==> src/rtl/ps2_zx_pkg.sv <==
// Shared definitions for the PS/2 to ZX Spectrum keyboard matrix bridge:
// scan codes, decoder/receiver states and the set-2 to matrix mapping.
package ps2_zx_pkg;

    localparam logic [7:0] SC_EXT    = 8'hE0;
    localparam logic [7:0] SC_BRK    = 8'hF0;

    localparam logic [7:0] SC_LSHIFT = 8'h12;
    localparam logic [7:0] SC_RSHIFT = 8'h59;
    localparam logic [7:0] SC_LCTRL  = 8'h14;
    localparam logic [7:0] SC_ALT    = 8'h11;
    localparam logic [7:0] SC_DEL    = 8'h71;
    localparam logic [7:0] SC_BKSP   = 8'h66;

    localparam logic [7:0] SC_Z = 8'h1A, SC_X = 8'h22, SC_C = 8'h21, SC_V = 8'h2A;
    localparam logic [7:0] SC_A = 8'h1C, SC_S = 8'h1B, SC_D = 8'h23, SC_F = 8'h2B, SC_G = 8'h34;
    localparam logic [7:0] SC_Q = 8'h15, SC_W = 8'h1D, SC_E = 8'h24, SC_R = 8'h2D, SC_T = 8'h2C;
    localparam logic [7:0] SC_1 = 8'h16, SC_2 = 8'h1E, SC_3 = 8'h26, SC_4 = 8'h25, SC_5 = 8'h2E;
    localparam logic [7:0] SC_0 = 8'h45, SC_9 = 8'h46, SC_8 = 8'h3E, SC_7 = 8'h3D, SC_6 = 8'h36;
    localparam logic [7:0] SC_P = 8'h4D, SC_O = 8'h44, SC_I = 8'h43, SC_U = 8'h3C, SC_Y = 8'h35;
    localparam logic [7:0] SC_ENTER = 8'h5A, SC_L = 8'h4B, SC_K = 8'h42, SC_J = 8'h3B, SC_H = 8'h33;
    localparam logic [7:0] SC_SPACE = 8'h29, SC_M = 8'h3A, SC_N = 8'h31, SC_B = 8'h32;

    localparam logic [7:0] SC_F1  = 8'h05, SC_F2  = 8'h06, SC_F3  = 8'h04, SC_F4  = 8'h0C;
    localparam logic [7:0] SC_F5  = 8'h03, SC_F6  = 8'h0B, SC_F7  = 8'h83, SC_F8  = 8'h0A;
    localparam logic [7:0] SC_F9  = 8'h01, SC_F10 = 8'h09, SC_F11 = 8'h78, SC_F12 = 8'h07;

    localparam int unsigned MOD_ALT    = 0;
    localparam int unsigned MOD_CTRL_L = 1;
    localparam int unsigned MOD_CTRL_R = 2;
    localparam int unsigned MOD_DEL    = 3;
    localparam int unsigned MOD_NUM    = 4;

    typedef enum logic [1:0] {DEC_IDLE, DEC_E0, DEC_F0, DEC_E0F0} dec_state_t;
    typedef enum logic       {RX_IDLE, RX_FRAME} rx_state_t;

    typedef struct packed {
        logic       valid;
        logic       composite;
        logic [2:0] row;
        logic [2:0] col;
    } key_pos_t;

    function automatic key_pos_t kp(input int unsigned r, input int unsigned c);
        key_pos_t k;
        k.valid     = 1'b1;
        k.composite = 1'b0;
        k.row       = 3'(r);
        k.col       = 3'(c);
        return k;
    endfunction

    // Backspace reports row4/col0 with composite set; the caller adds CS itself.
    function automatic key_pos_t map_key(input logic ext, input logic [7:0] code);
        key_pos_t k;
        k = '0;
        if (!ext) begin
            case (code)
                SC_LSHIFT, SC_RSHIFT: k = kp(0, 0);
                SC_Z: k = kp(0, 1);  SC_X: k = kp(0, 2);  SC_C: k = kp(0, 3);  SC_V: k = kp(0, 4);
                SC_A: k = kp(1, 0);  SC_S: k = kp(1, 1);  SC_D: k = kp(1, 2);  SC_F: k = kp(1, 3);
                SC_G: k = kp(1, 4);
                SC_Q: k = kp(2, 0);  SC_W: k = kp(2, 1);  SC_E: k = kp(2, 2);  SC_R: k = kp(2, 3);
                SC_T: k = kp(2, 4);
                SC_1: k = kp(3, 0);  SC_2: k = kp(3, 1);  SC_3: k = kp(3, 2);  SC_4: k = kp(3, 3);
                SC_5: k = kp(3, 4);
                SC_0: k = kp(4, 0);  SC_9: k = kp(4, 1);  SC_8: k = kp(4, 2);  SC_7: k = kp(4, 3);
                SC_6: k = kp(4, 4);
                SC_P: k = kp(5, 0);  SC_O: k = kp(5, 1);  SC_I: k = kp(5, 2);  SC_U: k = kp(5, 3);
                SC_Y: k = kp(5, 4);
                SC_ENTER: k = kp(6, 0);  SC_L: k = kp(6, 1);  SC_K: k = kp(6, 2);  SC_J: k = kp(6, 3);
                SC_H: k = kp(6, 4);
                SC_SPACE: k = kp(7, 0);  SC_LCTRL: k = kp(7, 1);  SC_M: k = kp(7, 2);
                SC_N: k = kp(7, 3);  SC_B: k = kp(7, 4);
                SC_BKSP: begin
                    k = kp(4, 0);
                    k.composite = 1'b1;
                end
                default: k = '0;
            endcase
        end
        return k;
    endfunction

    // Returns 1..12 for F1..F12, 0 for anything else.
    function automatic logic [3:0] fkey_index(input logic ext, input logic [7:0] code);
        logic [3:0] idx;
        idx = 4'd0;
        if (!ext) begin
            case (code)
                SC_F1:  idx = 4'd1;   SC_F2:  idx = 4'd2;   SC_F3:  idx = 4'd3;
                SC_F4:  idx = 4'd4;   SC_F5:  idx = 4'd5;   SC_F6:  idx = 4'd6;
                SC_F7:  idx = 4'd7;   SC_F8:  idx = 4'd8;   SC_F9:  idx = 4'd9;
                SC_F10: idx = 4'd10;  SC_F11: idx = 4'd11;  SC_F12: idx = 4'd12;
                default: idx = 4'd0;
            endcase
        end
        return idx;
    endfunction

    function automatic logic [MOD_NUM-1:0] mod_mask(input logic ext, input logic [7:0] code);
        logic [MOD_NUM-1:0] m;
        m = '0;
        if (!ext && code == SC_ALT)   m[MOD_ALT]    = 1'b1;
        if (!ext && code == SC_LCTRL) m[MOD_CTRL_L] = 1'b1;
        if (ext  && code == SC_LCTRL) m[MOD_CTRL_R] = 1'b1;
        if (ext  && code == SC_DEL)   m[MOD_DEL]    = 1'b1;
        return m;
    endfunction

endpackage

==> src/rtl/ps2_zx_matrix_rx.sv <==
// PS/2 device-to-host receiver: synchronisers, clock glitch filter,
// 11-bit frame capture with odd parity check and mid-frame timeout.
module ps2_rx
    import ps2_zx_pkg::*;
#(
    parameter int unsigned FILTER_LEN  = 8,
    parameter int unsigned TIMEOUT_CYC = 28000
) (
    input  logic       clk,
    input  logic       rst_n,
    input  logic       ps2_clk,
    input  logic       ps2_data,
    output logic [7:0] rx_byte,
    output logic       byte_valid,
    output logic       rx_err
);

    localparam int unsigned FW = $clog2(FILTER_LEN + 1);
    localparam int unsigned TW = $clog2(TIMEOUT_CYC + 1);
    localparam logic [FW-1:0] FLT_MAX = FW'(FILTER_LEN - 1);
    localparam logic [TW-1:0] TO_MAX  = TW'(TIMEOUT_CYC - 1);

    logic          clk_s1, clk_s2, dat_s1, dat_s2;
    logic          clk_f, clk_f_d;
    logic [FW-1:0] flt_cnt;
    logic          strobe;

    rx_state_t     rx_st;
    logic [3:0]    bit_cnt;
    logic [7:0]    shreg;
    logic          par;
    logic [TW-1:0] to_cnt;

    always_ff @(posedge clk or negedge rst_n) begin
        if (!rst_n) begin
            clk_s1  <= 1'b1;
            clk_s2  <= 1'b1;
            dat_s1  <= 1'b1;
            dat_s2  <= 1'b1;
            clk_f   <= 1'b1;
            clk_f_d <= 1'b1;
            flt_cnt <= '0;
        end else begin
            clk_s1  <= ps2_clk;
            clk_s2  <= clk_s1;
            dat_s1  <= ps2_data;
            dat_s2  <= dat_s1;
            clk_f_d <= clk_f;
            // Level is accepted on the FILTER_LEN-th consecutive differing sample.
            if (clk_s2 == clk_f) begin
                flt_cnt <= '0;
            end else if (flt_cnt == FLT_MAX) begin
                clk_f   <= clk_s2;
                flt_cnt <= '0;
            end else begin
                flt_cnt <= flt_cnt + 1'b1;
            end
        end
    end

    assign strobe = clk_f_d & ~clk_f;

    always_ff @(posedge clk or negedge rst_n) begin
        if (!rst_n) begin
            rx_st      <= RX_IDLE;
            bit_cnt    <= '0;
            shreg      <= '0;
            par        <= 1'b0;
            to_cnt     <= '0;
            rx_byte    <= '0;
            byte_valid <= 1'b0;
            rx_err     <= 1'b0;
        end else begin
            byte_valid <= 1'b0;
            rx_err     <= 1'b0;
            case (rx_st)
                RX_IDLE: begin
                    to_cnt <= '0;
                    if (strobe && !dat_s2) begin
                        rx_st   <= RX_FRAME;
                        bit_cnt <= '0;
                    end
                end
                RX_FRAME: begin
                    if (strobe) begin
                        to_cnt  <= '0;
                        bit_cnt <= bit_cnt + 1'b1;
                        if (bit_cnt < 4'd8) begin
                            shreg <= {dat_s2, shreg[7:1]};
                        end else if (bit_cnt == 4'd8) begin
                            par <= dat_s2;
                        end else begin
                            rx_st <= RX_IDLE;
                            if (dat_s2 && (^{shreg, par})) begin
                                byte_valid <= 1'b1;
                                rx_byte    <= shreg;
                            end else begin
                                rx_err <= 1'b1;
                            end
                        end
                    end else if (to_cnt == TO_MAX) begin
                        rx_st  <= RX_IDLE;
                        rx_err <= 1'b1;
                    end else begin
                        to_cnt <= to_cnt + 1'b1;
                    end
                end
                default: rx_st <= RX_IDLE;
            endcase
        end
    end

endmodule

==> src/rtl/ps2_zx_matrix.sv <==
// PS/2 set-2 scan-code decoder driving the ZX Spectrum 8x5 keyboard matrix,
// function-key levels and the Ctrl+Alt+Del reset request.
module ps2_zx_matrix
    import ps2_zx_pkg::*;
#(
    parameter int unsigned FILTER_LEN  = 8,
    parameter int unsigned TIMEOUT_CYC = 28000
) (
    input  logic        clk,
    input  logic        RESET_n,
    input  logic        ps2_clk,
    input  logic        ps2_data,
    input  logic [7:0]  zx_kb_scan,
    output logic [4:0]  zx_kb_out,
    output logic [12:1] f_key,
    output logic        res_k,
    output logic        rx_err
);

    logic [7:0]         rx_byte;
    logic               byte_valid;
    dec_state_t         state;
    logic               ev_make, ev_break, ev_ext;
    key_pos_t           kpos;
    logic [3:0]         fk;
    logic [MOD_NUM-1:0] mm;
    logic [MOD_NUM-1:0] mods;

    logic [4:0]         mat [8];
    logic [4:0]         eff [8];
    logic               shift_l, shift_r, bksp;
    logic [4:0]         col_any;

    ps2_rx #(
        .FILTER_LEN (FILTER_LEN),
        .TIMEOUT_CYC(TIMEOUT_CYC)
    ) u_rx (
        .clk       (clk),
        .rst_n     (RESET_n),
        .ps2_clk   (ps2_clk),
        .ps2_data  (ps2_data),
        .rx_byte   (rx_byte),
        .byte_valid(byte_valid),
        .rx_err    (rx_err)
    );

    always_comb begin
        ev_make  = 1'b0;
        ev_break = 1'b0;
        ev_ext   = 1'b0;
        if (byte_valid) begin
            case (state)
                DEC_IDLE: ev_make = (rx_byte != SC_EXT) && (rx_byte != SC_BRK);
                DEC_E0: begin
                    ev_make = (rx_byte != SC_BRK);
                    ev_ext  = 1'b1;
                end
                DEC_F0:   ev_break = 1'b1;
                DEC_E0F0: begin
                    ev_break = 1'b1;
                    ev_ext   = 1'b1;
                end
                default: ;
            endcase
        end
    end

    assign kpos = map_key(ev_ext, rx_byte);
    assign fk   = fkey_index(ev_ext, rx_byte);
    assign mm   = mod_mask(ev_ext, rx_byte);

    always_ff @(posedge clk or negedge RESET_n) begin
        if (!RESET_n) begin
            state <= DEC_IDLE;
        end else if (rx_err) begin
            state <= DEC_IDLE;
        end else if (byte_valid) begin
            case (state)
                DEC_IDLE: begin
                    if (rx_byte == SC_EXT)      state <= DEC_E0;
                    else if (rx_byte == SC_BRK) state <= DEC_F0;
                end
                DEC_E0:  state <= (rx_byte == SC_BRK) ? DEC_E0F0 : DEC_IDLE;
                default: state <= DEC_IDLE;
            endcase
        end
    end

    // CS and "0" have extra sources (both shifts, Backspace) kept outside mat.
    always_ff @(posedge clk or negedge RESET_n) begin
        if (!RESET_n) begin
            for (int unsigned i = 0; i < 8; i++) mat[i] <= '0;
            shift_l <= 1'b0;
            shift_r <= 1'b0;
            bksp    <= 1'b0;
            f_key   <= '0;
            mods    <= '0;
        end else if (ev_make || ev_break) begin
            if (kpos.valid) begin
                if (kpos.composite)
                    bksp <= ev_make;
                else if (kpos.row == 3'd0 && kpos.col == 3'd0) begin
                    if (rx_byte == SC_RSHIFT) shift_r <= ev_make;
                    else                      shift_l <= ev_make;
                end else
                    mat[kpos.row][kpos.col] <= ev_make;
            end
            if (fk != 4'd0) f_key[fk] <= ev_make;
            mods <= ev_make ? (mods | mm) : (mods & ~mm);
        end
    end

    always_ff @(posedge clk or negedge RESET_n) begin
        if (!RESET_n)
            res_k <= 1'b1;
        else
            res_k <= ~(mods[MOD_ALT] & (mods[MOD_CTRL_L] | mods[MOD_CTRL_R]) & mods[MOD_DEL]);
    end

    always_comb begin
        for (int unsigned i = 0; i < 8; i++) eff[i] = mat[i];
        eff[0][0] = shift_l | shift_r | bksp;
        eff[4][0] = mat[4][0] | bksp;
    end

    always_comb begin
        col_any = '0;
        for (int unsigned i = 0; i < 8; i++)
            if (!zx_kb_scan[i]) col_any = col_any | eff[i];
        zx_kb_out = ~col_any;
    end

endmodule

==> config.mk <==
export PLATFORM = sky130hd
export DESIGN_NAME = ps2_zx_matrix
export DESIGN_NICKNAME = d
export VERILOG_FILES = /design/src/rtl/ps2_zx_pkg.sv /design/src/rtl/ps2_zx_matrix_rx.sv /design/src/rtl/ps2_zx_matrix.sv
export SDC_FILE = /design/constraint.sdc
export NUM_CORES = 1
export LEC_CHECK = 0
export ABC_AREA = 1
export CELL_PAD_IN_SITES_DETAIL_PLACEMENT = 1
export CELL_PAD_IN_SITES_GLOBAL_PLACEMENT = 2
export CORE_UTILIZATION = 35
export DETAILED_ROUTE_END_ITERATION = 10
export PLACE_DENSITY = 0.87
export SLEW_MARGIN = 25
export SYNTH_ARGS = -nofsm -noshare
export SYNTH_HDL_FRONTEND = slang
export SYNTH_SLANG_ARGS = --single-unit
==> constraint.sdc <==
create_clock -name clk -period 2.96 [get_ports clk]
set_input_delay 0.592 -clock clk [delete_from_list [all_inputs] [get_ports clk]]
set_output_delay 0.592 -clock clk [all_outputs]
set_load 0.05 [all_outputs]
==> results.yml, run 1 <==
cells_and_area:
  nets: 962
  synthToLayoutAreaGrowth_pct: 15.88
  drive_gt1_share_pct: 10.48
  diodes: 0
  stdcell_count: 1174
logic_synthesis:
  yosysTopAreaCell: "dfrtp_1"
  async_reset_ff_share_pct: 100.0
  synth.avg_cell_area_sq_um: 7.227
  synth_edf_count: 0
  synth_area_leaders: "dfrtp_1 40%, nand2_1 15%, inv_1 8.5%"
  post-synth-top-count-cell: "nand2_1"
  synth.top_cell.area_share_pct: 39.89
  ys_ff_latch: 110
  seq_area_frac_synth_pct: 42.74
  synthFlopType: "dfrtp_1"
  yosys.cell_types.count: 43
  synth_warnings: 0
  synth.top_cells.by_count: "263 x nand2_1, 147 x inv_1, 103 x dfrtp_1"
  synthCells: 894
  netlist_area_sq_um: 6461
  syn-num-nets: 916
floorplan:
  die_w_microns: 137.9
  die_area_sq_um: 19010
  die_h_microns: 137.9
  rows: 49
  core_area_sq_um: 18020
  ios: 31
  start_util_pct: 35.85
sta:
  slew_violations: 0
  max_freq_ghz: 0.3705
  hold_violations: 0
  worst_pin_slew_ns: 0.6083
  slew_headroom_pct: 59.35
  rsz0062_at_grt: "no"
  fin_skew_ns: 0.009367
  min_period_ns: 2.699
  setup_tns_ns: 0
  setup_ws_ns: 0.2608
  setup_viol: 0
  period_share_pct: 91.19
power_and_ir_drop:
  irDropWorstVdd_mv: 0.3230
  leakage_nw: 3.913
  power.density_nw_per_um2: 470.4
setup_path:
  crit_required_ns: 2.37
  worstSetupPathType: "input port to output pin"
  arrival_ns: 2.11
  worstPathMaxFanout: 4
  start_kind: "input port"
  cp-end-kind: "output pin"
clock_network:
  postCtsSetupRepairBufs: 0
  clock_sinks: 110
  cts_tree: "built"
  numCtsBuffers: 9
  cts.clk_slew.worst_paths_ns: 0.08
  cts_root_buf: "clkbuf_16"
  worstSkewPairLatency_ns: 0.36
  holdBufCountCts: 0
  cts.repair.resized: 0
  htreeDepth: 3
  clk_path_buf_depth: 2
global_routing:
  grt_overflow: 0
  grt_pass1_wl_microns: 29590
  track_usage_pct: 20.36
  antenna_found_initial: 0
  grt_pass1_vias: 5743
  grt_max_degree: 56
drt:
  drt_iter0_markers: 241
  drt_first_pass_iters: 5
  wl_per_cell_microns: 15.33
  drc: 0
  vias: 5837
  routed_wl_microns: 18000
  via_per_inst: 4.972
  antenna_left: 0
place:
  placed_cells: 1158
  pre_cts_ws_ns: 0.2746
  hpwl_microns: 13550
  port_buffers: 30
  globalplace.congestion: 0.8606
hold_path:
  min_path_type: "input port to asynchronous set/reset pin"
flow_run:
  maxCapViolations: 0
outcome:
  status: "finished clean"
==> routing by layer <==
layer  wire [microns]  GRT usage, %  vias up
li1                 -             -     2908
met1             8921         27.73     2843
met2             8368         33.67       76
met3              531         3.765       10
met4              176         3.986        0
met5                0             0        -
==> worst max-delay path, stage by stage <==
cell	delay, ns
clkdlybuf4s50_1	0.50
buf_4	0.14
inv_1	0.04
nand2_1	0.04
o21ai_0	0.09
nor4_1	0.38
buf_4	0.20
buf_12	0.13
==> power breakdown <==
part	switching [mW]	internal (mW)	leakage [nW]
registers	0.0866	1.61	1.50
clock network	0.635	0.679	0.156
logic	0.309	0.199	2.26
==> flip-flops by register name (all words and copies together) (netlist names), 2 cells and up, named ones only <==
register      flops
eff              38
f_key            12
u_rx.bit_cnt      4
u_rx.rx_byte      8
u_rx.shreg        8
u_rx.to_cnt      15
state             2
u_rx.flt_cnt      4
==> worst paths after layout <==
kind / startpoint / end / depth (start not counted) / slack, ns
max in group asynchronous: RESET_n / u_rx.clk_s1$_DFF_PN1_ / 2 / 2.02
hold / removal: RESET_n / eff[22]$_DFFE_PN0P_ / 1 / 0.19
setup / recovery: zx_kb_scan[0] / zx_kb_out[3] / 8 / 0.26
min in group clk: u_rx.clk_s1$_DFF_PN1_ / u_rx.clk_s2$_DFF_PN1_ / 0 / 0.36
setup reg to reg: u_rx.rx_byte[1]$_DFFE_PN0P_ / eff[24]$_DFFE_PN0P_ / 13 / 0.31
hold reg to reg: u_rx.clk_s1$_DFF_PN1_ / u_rx.clk_s2$_DFF_PN1_ / 0 / 0.36
==> kinds of logic after synthesis <==
family | Yosys count | synth area share, %
muxes | 2 | 0.3485
AOI/OAI and AO/OA | 131 | 11.50
xor gates and xnor gates | 14 | 1.898
adders and majority gates | 10 | 1.936
DFF | 110 | 42.74
and+or+nand+nor | 456 | 31.00
buffers and inverters | 171 | 10.57
==> cell type report <==
| class | count | area [sq um] |
|---|---|---|
| fillers | 2297 | 10540 |
| multi-input cells | 613 | 3017 |
| flip-flops and latches | 110 | 2761 |
| inverters | 154 | 578.1 |
| repair buffers | 52 | 525.5 |
| well taps | 229 | 286.5 |
| clock buffers | 9 | 225.2 |
| clock inverters | 7 | 93.84 |
==> stage by stage <==
step	hold WS [ns]	area [sq um]	utilization (%)	power, mW
after floorplan	0.2964	6461	-	2.073
after global placement	0.3464	7168	39.77	2.232
after detailed placement	0.3495	7168	39.77	2.251
after CTS	0.2143	7487	41.54	3.583
after global routing	0.2223	7487	41.54	3.723
final	0.1949	7487	41.54	3.522
==> cells in the final DEF, fill, tap and decap left out, types with 15 or more instances in the layout <==
master and instances:
a21oi_1 27, nor2_1 64, dfrtp_1 103, o21ai_1 41
nand2_1 263, inv_1 147, nand3_1 64, clkdlybuf4s50_1 24
o21ai_0 32, nor3_1 15, buf_4 22
No activity file was read; power rests on OpenSTA's default activity.
==> run 2, diff against run 1 <==
Settings changed: CAP_MARGIN set to 5.
Clock period 2.96 ns to 2.8 ns, I/O delays scaled along.
==> run 2 against run 1 <==
Effect of this change: total power is 5.7% higher; sequential share of layout area is 0.12 points lower; worst setup slack worse by 0.085 ns; clock skew is 0.0020 ns higher; critical endpoint is now zx_kb_out[2]; largest power group unchanged.
==> results.yml, run 2 (same netlist as run 1, synthesis figures left out) <==
outcome:
  status: "finished clean"
power_and_ir_drop:
  irDropWorstVdd_mv: 0.3501
  leakage_nw: 3.918
  power.density_nw_per_um2: 495.8
floorplan:
  ios: 31
  die_h_microns: 137.9
  die_w_microns: 137.9
  start_util_pct: 35.85
  rows: 49
  core_area_sq_um: 18020
  die_area_sq_um: 19010
global_routing:
  track_usage_pct: 20.74
  grt_pass1_wl_microns: 30310
  grt_pass1_vias: 5873
  antenna_found_initial: 0
  grt_overflow: 0
  grt_max_degree: 55
sta:
  hold_violations: 0
  rsz0062_at_grt: "no"
  fin_skew_ns: 0.01133
  worst_pin_slew_ns: 0.5209
  slew_violations: 0
  whs_ns: 0.08446
  setup_ws_ns: 0.1758
  setup_tns_ns: 0
  setup_viol: 0
  max_freq_ghz: 0.3811
  min_period_ns: 2.624
  slew_headroom_pct: 64.95
  period_share_pct: 93.72
drt:
  antenna_left: 0
  vias: 5807
  drc: 0
  routed_wl_microns: 18050
  drt_first_pass_iters: 4
  drt_iter0_markers: 232
  via_per_inst: 4.938
  wl_per_cell_microns: 15.35
clock_network:
  holdBufCountCts: 0
  numCtsBuffers: 9
  cts_root_buf: "clkbuf_16"
  cts.clk_slew.worst_paths_ns: 0.08
  htreeDepth: 3
  cts_tree: "built"
  clock_sinks: 110
  postCtsSetupRepairBufs: 0
  cts.repair.resized: 0
  clk_path_buf_depth: 2
  worstSkewPairLatency_ns: 0.37
setup_path:
  path_cells: "clkdlybuf4s50_1 > o22ai_1 > a21oi_1 > o221ai_1 > a21oi_1 > o21ai_0 > a21oi_1 > buf_12"
  worstPathMaxFanout: 2
  start_kind: "input port"
  worstSetupPathType: "input port to output pin"
  slowest_delay_ns: 0.50
  crit_required_ns: 2.24
  crit_top_cell: "a21oi_1"
  arrival_ns: 2.06
  slowest_stage: "clkdlybuf4s50_1"
  cp-end-kind: "output pin"
cells_and_area:
  synthToLayoutAreaGrowth_pct: 16.25
  seqCellArea_sq_um: 2761
  drive_gt1_share_pct: 10.77
  finish.utilization_pct: 41.67
  fill_cells: 2284
  layout_common_cells: "263 x nand2_1, 147 x inv_1, 103 x dfrtp_1"
  diodes: 0
  final_common_cell: "nand2_1"
  largest_reg_flops: 38
  nets: 964
  multi_input_area_sq_um: 3039
place:
  port_buffers: 30
  pre_cts_ws_ns: 0.1888
  globalplace.congestion: 0.8668
  hpwl_microns: 13740
hold_path:
  min_path_type: "input port to asynchronous set/reset pin"
flow_run:
  maxCapViolations: 0
==> run 2: cell count changes in the layout (fill, tap and decap cells not counted) <==
cell,before,now
nor2_4,6,8
nor4_2,0,2
clkinv_2,1,0
nor4_1,6,4
clkbuf_1,0,1
inv_8,0,1
clkinv_4,1,2
nor2_2,14,12
buf_4,22,24
clkinv_8,2,0
==> run 2: cell type report <==
| cell class | count | share of cell area (%) |
|---|---|---|
| sequential | 110 | 36.76 |
| tap | 229 | 3.815 |
| clock inverter | 6 | 1.016 |
| inverter | 154 | 7.696 |
| multi-input combinational | 613 | 40.46 |
| timing repair buffer | 54 | 7.196 |
| clock buffer | 10 | 3.048 |
==> run 2: report_power, final <==
part           leakage, nW  internal (mW)  switching [mW]
logic                 2.27          0.212           0.340
registers             1.50           1.71          0.0921
clock network        0.150          0.712           0.662
==> run 2: per-layer routing <==
layer	wire length [microns]	up-vias	GRT usage, %
met3	352	22	2.558
li1	-	2925	-
met2	8259	65	33.06
met4	395	0	7.971
met1	9038	2795	28.60
met5	0	-	0
==> run 2: worst paths after layout <==
check	to	cells past startpoint	slack, ns	start
min	eff[39]$_DFFE_PN0P_	1	0.08	RESET_n
min reg2reg	u_rx.dat_s2$_DFF_PN1_	0	0.36	u_rx.dat_s1$_DFF_PN1_
max reg2reg	eff[28]$_DFFE_PN0P_	13	0.29	u_rx.rx_byte[1]$_DFFE_PN0P_
max in group asynchronous	u_rx.dat_s1$_DFF_PN1_	2	2.06	RESET_n
min in group clk	u_rx.dat_s2$_DFF_PN1_	0	0.36	u_rx.dat_s1$_DFF_PN1_
max	zx_kb_out[2]	8	0.18	zx_kb_scan[0]
==> run 2: worst max-delay path, delay by kind of cell <==
family,cells,cell delay [ns]
buffers and inverters,2,0.67
AOI/OAI and AO/OA,6,0.83
==> run 2: through the flow <==
| stage | std cells | area, sq um | power, mW |
|---|---|---|---|
| 2_1_floorplan | 894 | 6474 | 2.192 |
| 3_3_place_gp | 1160 | 7196 | 2.358 |
| 3_5_place_dp | 1160 | 7196 | 2.391 |
| 4_1_cts | 1176 | 7501 | 3.779 |
| 5_1_grt | 1176 | 7511 | 3.911 |
| 6_report | 1176 | 7511 | 3.724 |
